File: config.mk
export PLATFORM = sky130hd
export DESIGN_NAME = sync_debounce
export DESIGN_NICKNAME = d
export VERILOG_FILES = /design/src/rtl/sync_debounce.sv
export SDC_FILE = /design/constraint.sdc
export NUM_CORES = 1
export LEC_CHECK = 0
export CAP_MARGIN = 20
export CORE_MARGIN = 3
export CORE_UTILIZATION = 42
export DETAILED_ROUTE_END_ITERATION = 7
export PLACE_DENSITY = 0.65
export SYNTH_ARGS = -nofsm -noshare
export SYNTH_HDL_FRONTEND = slang
export SYNTH_SLANG_ARGS = --single-unit
File: constraint.sdc
create_clock -name clk -period 3.6 [get_ports clk]
set_clock_uncertainty 0.15 [all_clocks]
set_input_delay 0.54 -clock clk [delete_from_list [all_inputs] [get_ports clk]]
set_output_delay 0.54 -clock clk [all_outputs]
set_load 0.05 [all_outputs]
File: src/rtl/sync_debounce.sv
// Multi-channel input conditioner: each channel gets a synchronizer chain, then a
// sample-count debouncer producing a clean level plus registered rise/fall pulses.
module sync_debounce #(
    parameter int WIDTH     = 2,
    parameter int STAGES    = 2,
    parameter int DB_CYCLES = 4
) (
    input  logic             clk,
    input  logic             reset,
    input  logic             en,
    input  logic [WIDTH-1:0] d,
    output logic [WIDTH-1:0] sync_raw,
    output logic [WIDTH-1:0] q,
    output logic [WIDTH-1:0] rise,
    output logic [WIDTH-1:0] fall
);

    localparam int CW = $clog2(DB_CYCLES + 1);
    localparam logic [CW-1:0] CNT_MAX = CW'(DB_CYCLES - 1);
    localparam logic [CW-1:0] CNT_ONE = CW'(1);

    generate
        for (genvar gi = 0; gi < WIDTH; gi++) begin : g_chan
            logic [STAGES-1:0] sync_q;
            logic [CW-1:0]     cnt_q, cnt_d;
            logic              level_q, level_d;
            logic              rise_q, rise_d;
            logic              fall_q, fall_d;
            logic              sync_bit;

            assign sync_bit = sync_q[STAGES-1];

            // The synchronizer keeps shifting even while the debouncer is frozen.
            always_ff @(posedge clk) begin
                if (!reset) begin
                    sync_q <= '0;
                end else begin
                    sync_q <= {sync_q[STAGES-2:0], d[gi]};
                end
            end

            always_comb begin
                cnt_d   = cnt_q;
                level_d = level_q;
                rise_d  = 1'b0;
                fall_d  = 1'b0;
                if (en) begin
                    if (sync_bit == level_q) begin
                        cnt_d = '0;
                    end else if (cnt_q == CNT_MAX) begin
                        // Pulses launch on the same edge as the level so they line up with q.
                        level_d = sync_bit;
                        cnt_d   = '0;
                        rise_d  = sync_bit;
                        fall_d  = ~sync_bit;
                    end else begin
                        cnt_d = cnt_q + CNT_ONE;
                    end
                end
            end

            always_ff @(posedge clk) begin
                if (!reset) begin
                    cnt_q   <= '0;
                    level_q <= 1'b0;
                    rise_q  <= 1'b0;
                    fall_q  <= 1'b0;
                end else begin
                    cnt_q   <= cnt_d;
                    level_q <= level_d;
                    rise_q  <= rise_d;
                    fall_q  <= fall_d;
                end
            end

            assign sync_raw[gi] = sync_bit;
            assign q[gi]        = level_q;
            assign rise[gi]     = rise_q;
            assign fall[gi]     = fall_q;
        end
    endgenerate

endmodule

* Word-level counts from Yosys, hierarchy flattened *
Cells that the tools add are included.

cells by class
  $add $sub $neg = 2
  equal/unequal tests = 4
  muxes and demuxes = 4
  bitwise operators = 8
  reductions and logical operators = 4

operator list
  kind                                                                    number
  3-bit 2-to-1 mux                                                        4
  1-bit inverter                                                          8
  4-bit OR reduction                                                      2
  3-bit by 1-bit adder with 3-bit output (second input constant)          2
  3-bit by 2-bit equality test with 1-bit output (second input constant)  2
  3-bit AND reduction                                                     2
  1-bit equality test                                                     2

word-level totals
  bits in registers = 16
  bits of input ports = 5
  output and inout port bits = 8
  word-level logic and storage cells = 32

* Longest topological paths before layout *
Gate-level depths: netlist of run 1.

  depth in word-level cells = 3
  mapped depth = 4
  depth with buffers taken out = 4

* Least setup slack after synthesis of run 1 *
No wires, ideal clock.

  kind = input to register
  start = input port en
  end = register g_chan[1].cnt_q[0]
  arrival = 1004 ps
  path slack = 2331 ps
  stages = 3
  cells stage by stage = buf_2 nor4b_2 o21a_1

RTL lines
  element                 RTL line  source
  start: declaration      10        input logic en,
  end signal: assignment  69        cnt_q <= cnt_d;
  end: declaration        25        logic [CW-1:0] cnt_q, cnt_d;

* Worst setup path after layout of run 1 *
  start = register g_chan[0].sync_q[1]
  end = output port sync_raw[0]

RTL lines
  element                   RTL line  source
  start: declaration        24        logic [STAGES-1:0] sync_q;
  start signal: assignment  38        sync_q <= {sync_q[STAGES-2:0], d[gi]};
  end: declaration          12        output logic [WIDTH-1:0] sync_raw,

No word-level cell between the ends.

==> impl_metrics.ini, run 1 <==
[outcome]
status = finished clean

[floorplan]
die-area_um2 = 2130
die_w_um = 46.1
ios = 13
start_util = 0.483
die_h_um = 46.1
num_rows = 13
coreArea_um2 = 1400

[place]
port_buffers = 12
gp_congestion = 0.681
dpl-instance-area_um2 = 746

[route]
first_pass_iters = 3
postRouteAntennaNets = 0
remaining_drc_errors = 0
routed_via_density = 4.89
drtIter0Drc = 4
drt-total-wl_um = 931
wire_per_inst_um = 10.6
dr_total_vias = 430

[pwr]
p_int_mw = 0.250
switching_share = 0.203
p_comb_frac = 0.060
p_leak_nw = 0.300
peakVddDrop_v = 0.000196
pwr-share-seq = 0.577
p_per_area_nw_per_um2 = 402
p_clk_frac = 0.363
power.net_switching_mw = 0.0639

[clocking]
clkSlewWorstSetupHoldPaths_ps = 90
cts-buffers-inserted = 3
htree_levels = 1
postCtsSetupBuffers = 0
cts_tree = yes
clkLatencyLatePin_ps = 280
cts_hold_buf = 0
cts_resized = 0
cts_root_buf = clkbuf_4
clk_path_buf_depth = 2
clock-sinks = 16

[timing]
slew-limit-headroom = 0.665
period_share = 0.617
max_slew.worst_pin.slew_ps = 501
fin_setup_tns_ps = 0
rsz0062_at_grt = false
finalHoldViolations = 0
period_needed_ps = 2220
max_freq_ghz = 0.450
drv_slew = 0
setup_viol = 0

[synthesis]
yosys_warnings = 0
ys_seq_area_frac = 0.474
yosysUniqueCellTypes = 23
syn_avg_cell_area_um2 = 10.1
syn_inst = 67
synth_nets = 74
ys_ff_latch = 16
syn_area_um2 = 676

[finish]
drive_gt1_frac = 0.0685
final_cell_area_um2 = 782
multi_input_area_um2 = 283
syn2layout_area_growth_pct = 15.7
antennaDiodeCount = 0
nets = 81
register_area_um2 = 320
nFillCells = 135

[global_routing]
grt_max_degree = 17
grt_use_total = 0.106
grt.overflow.total = 0
grt_pass1_wl_mm = 1.52
antenna_found_initial = 0
grt_pass1_vias = 343

[worst_setup_path]
cp_max_fo = 5
worstSetupStartpointType = flop
max_stage_delay_ps = 840
slowest_stage = clkdlybuf4s50_1
r2r_end = g_chan[1].rise_q$_SDFF_PP0_
cp-end-kind = primary output
r2r_slack_ps = 2290
crit_chain = clkdlybuf4s50_1
cp.depth = 1
worstPathArrival_ps = 1530
crit_family = buffers and inverters
reg2reg_depth = 4
critical_path_class = flop to primary output
timing.rr.start = g_chan[1].cnt_q[0]$_SDFFE_PN0P_
crit_required_ps = 2910
path_buf_inv = 1

[worst_hold_path]
min_to = g_chan[1].sync_q[1]$_SDFF_PN0_
hold_path_class = flop to flop
hold_depth = 1
min-delay-start = g_chan[1].sync_q[0]$_SDFF_PN0_

[flow_run]
max-cap-violations = 0
-- metrics by stage --
step | util | power, mW | std cells | hold slack (ps) | setup slack, ps
after floorplan | - | 0.197 | 67 | 262 | 2330
after global placement | 0.533 | 0.204 | 84 | 267 | 1690
after detailed placement | 0.533 | 0.204 | 84 | 271 | 1650
after CTS | 0.559 | 0.322 | 88 | 297 | 1350
after global routing | 0.559 | 0.330 | 88 | 318 | 1300
final | 0.559 | 0.314 | 88 | 292 | 1380
-- worst max-delay path by stage --
stage | to | startpoint | slack (ps)
after floorplan | g_chan[1].cnt_q[0]$_SDFFE_PN0P_ | en | 2330
after global placement | g_chan[0].fall_q$_SDFF_PP0_ | reset | 1690
after detailed placement | g_chan[0].rise_q$_SDFF_PP0_ | reset | 1650
after CTS | sync_raw[0] | g_chan[0].sync_q[1]$_SDFF_PN0_ | 1350
after global routing | sync_raw[0] | g_chan[0].sync_q[1]$_SDFF_PN0_ | 1300
final | sync_raw[0] | g_chan[0].sync_q[1]$_SDFF_PN0_ | 1380
-- final cells by class --
cell class | instances | area share
Clock buffer | 4 | 0.0464
Inverter | 1 | 0.00480
Multi-Input combinational cell | 40 | 0.362
Sequential cell | 16 | 0.410
Tap cell | 15 | 0.0240
Timing Repair Buffer | 12 | 0.154
-- cells in the mapped netlist --
library cell  number  area (um2)
nand2b_1           3        18.8
o21ai_0            3        15.0
xor2_1             1        8.76
and3_1             1        6.26
nor2b_1            4        25.0
and2_1             5        31.3
o21a_1             1        7.51
buf_4              8        60.1
nand2_1            3        11.3
nand4b_1           1        8.76
clkbuf_1           1        3.75
dfxtp_1           16         320
mux2i_1            2        20.0
buf_2              1        5.00
nand3_1            2        10.0
xnor2_1            1        8.76
nand3b_1           4        30.0
nor4b_2            1        15.0
nor3b_1            4        30.0
inv_1              1        3.75
ha_1               2        25.0
o22ai_1            1        6.26
a21oi_1            1        5.00
-- power by group through the flow --
stage	sequential (mW)	clock, mW	combinational, mW
2_1_floorplan	0.185	0	0.0122
3_3_place_gp	0.185	0	0.0185
5_1_grt	0.182	0.128	0.0203
6_report	0.181	0.114	0.0187
3_5_place_dp	0.186	0	0.0189
4_1_cts	0.181	0.122	0.0191
-- layer usage --
metal  part of all wire  vias up  track usage
met5                  0        -            0
met4              0.021        0       0.0682
met3              0.072        4       0.0586
met2               0.43       13        0.146
met1               0.47      182        0.126
li1                   -      231            -
-- cells by family (layout without fill, tap and decap cells) --
group,after synthesis,after routing,synth area share
mux,2,2,0.0296
buf+inv,11,17,0.107
compound gates,6,6,0.0500
flops,16,16,0.474
simple gates,28,28,0.276
fa+ha+maj,2,2,0.0370
xor+xnor,2,2,0.0259
-- layout by cell type (no fill, tap or decap) --
cell type	instances
dfxtp_1	16
clkdlybuf4s50_1	12
and2_1	5
nor2b_1	4
nor3b_1	4
nand3b_1	4
nand2b_1	3
nand2_1	3
o21ai_0	3
clkbuf_4	3
nand3_1	2
mux2i_1	2
ha_1	2
xnor2_1	1
nor4b_2	1
o21a_1	1
xor2_1	1
inv_1	1
o22ai_1	1
a21oi_1	1
nand4b_1	1
and3_1	1
clkbuf_8	1
-- state kept, by name, summed over array words and instances, names as in the netlist --
| signal | cells |
|---|---|
| g_chan.level_q | 2 |
| g_chan.cnt_q | 6 |
| g_chan.fall_q | 2 |
| g_chan.rise_q | 2 |
| g_chan.sync_q | 4 |
No activity file was read; power rests on OpenSTA's default activity.
==> run 2: changes to the inputs <==
- PLACE_DENSITY: 0.65 -> 0.67
- clock period: 3.6 -> 2.04 ns (I/O delays scaled with it)
==> impl_metrics.ini, run 2 (synthesis gave the netlist of run 1 again) <==
[pwr]
p_leak_nw = 0.304
switching_share = 0.210
p_int_mw = 0.443
p_per_area_nw_per_um2 = 709
peakVddDrop_v = 0.000325
p_comb_frac = 0.061
power.net_switching_mw = 0.117
pwr-share-seq = 0.571
p_clk_frac = 0.367

[worst_hold_path]
hold_path_class = flop to flop
min-delay-start = g_chan[0].sync_q[0]$_SDFF_PN0_

[floorplan]
die-area_um2 = 2130
die_h_um = 46.1
die_w_um = 46.1
start_util = 0.483
num_rows = 13
ios = 13
coreArea_um2 = 1400

[clocking]
clkLatencyLatePin_ps = 280
cts_resized = 0
cts_tree = yes
htree_levels = 1
clkSlewWorstSetupHoldPaths_ps = 90
cts-buffers-inserted = 3
postCtsSetupBuffers = 0
clk_path_buf_depth = 2
cts_root_buf = clkbuf_4
clock-sinks = 16
cts_hold_buf = 0

[global_routing]
grt_pass1_vias = 347
grt.overflow.total = 0
grt_use_total = 0.102
antenna_found_initial = 0
grt_pass1_wl_mm = 1.44
grt_max_degree = 14

[timing]
period_share = 0.967
max_slew.worst_pin.slew_ps = 494
drv_slew = 0
rsz0062_at_grt = false
slew-limit-headroom = 0.669
fin_setup_tns_ps = 0
finalHoldViolations = 0
max_freq_ghz = 0.507
setup_viol = 0
period_needed_ps = 1970

[finish]
top_register = g_chan.cnt_q
syn2layout_area_growth_pct = 16.9
nFillCells = 123
fin_cells = 89
reg_top3 = g_chan.cnt_q (6), g_chan.sync_q (4)
multi_input_area_um2 = 283
mostFrequentLayoutCells = 16 x dfxtp_1, 12 x clkdlybuf4s50_1, 5 x and2_1
fin_util = 0.564
layout_commonest_cell = dfxtp_1
register_area_um2 = 320
nets = 82
largest_reg_flops = 6
drive_gt1_frac = 0.0811
antennaDiodeCount = 0

[worst_setup_path]
critical_path_class = flop to primary output
max_stage_delay_ps = 830
crit_family = buffers and inverters
cp-end-kind = primary output
crit_required_ps = 1580
cp_max_fo = 5
critPathLaunch = g_chan[0].sync_q[1]$_SDFF_PN0_
timing.rr.start = g_chan[1].cnt_q[0]$_SDFFE_PN0P_
crit_chain = clkdlybuf4s50_1
worstPathArrival_ps = 1520
slowest_stage = clkdlybuf4s50_1
worstSetupStartpointType = flop
path_buf_inv = 1

[place]
port_buffers = 12
gp_congestion = 0.743
place_inst = 85

[flow_run]
max-cap-violations = 0

[route]
drtIter0Drc = 7
postRouteAntennaNets = 0
wire_per_inst_um = 10.2
routed_via_density = 4.84
remaining_drc_errors = 0
dr_total_vias = 431
first_pass_iters = 4
drt-total-wl_um = 904

[outcome]
status = finished clean
==> run 2: cell types whose count changed in the layout (fill, tap and decap cells not counted) <==
cell / delta
buf_4: +1
==> run 2: through the flow <==
step / hold slack [ps] / power [mW] / worst slack [ps] / instance area [um2]
final: 294 / 0.560 / 67.6 / 790
after global routing: 314 / 0.581 / 9.30 / 790
after CTS: 293 / 0.568 / 53.1 / 790
after detailed placement: 271 / 0.362 / 373 / 753
after global placement: 266 / 0.361 / 373 / 753
after floorplan: 262 / 0.348 / 813 / 676
==> run 2: path summary, 6_finish.rpt <==
path | cells after the start | slack [ps] | endpoint
worst min register to register | 1 | 290 | g_chan[0].sync_q[1]$_SDFF_PN0_
worst max-delay path | 1 | 70 | sync_raw[0]
worst max register to register | 4 | 710 | g_chan[1].rise_q$_SDFF_PP0_
worst min-delay path | 1 | 290 | g_chan[0].sync_q[1]$_SDFF_PN0_
==> run 2: worst reg2reg max path: cells and delay by family (launching register included) <==
family / cells / cell delay [ps]
AND/OR/NAND/NOR: 3 / 560
flip-flops: 1 / 370
adder cells (fa/ha/maj): 1 / 190
==> run 2: area by class of cell <==
class / count / area share
Sequential cell: 16 / 0.406
Multi-Input combinational cell: 40 / 0.358
Timing Repair Buffer: 13 / 0.162
Clock buffer: 4 / 0.0460
Tap cell: 15 / 0.0238
Inverter: 1 / 0.00475
==> run 2: power groups by stage <==
stage | registers [mW] | logic [mW] | clock network (mW)
global route | 0.321 | 0.0373 | 0.223
CTS | 0.320 | 0.0346 | 0.213
finish | 0.320 | 0.0343 | 0.206
floorplan | 0.327 | 0.0215 | 0
global placement | 0.327 | 0.0341 | 0
detailed placement | 0.327 | 0.0346 | 0
==> run 2: metal layers <==
metal  GRT usage  part of all wire
met2       0.124              0.42
met1       0.131              0.51
met4      0.0852             0.015
met3      0.0469             0.056
met5           0                 0
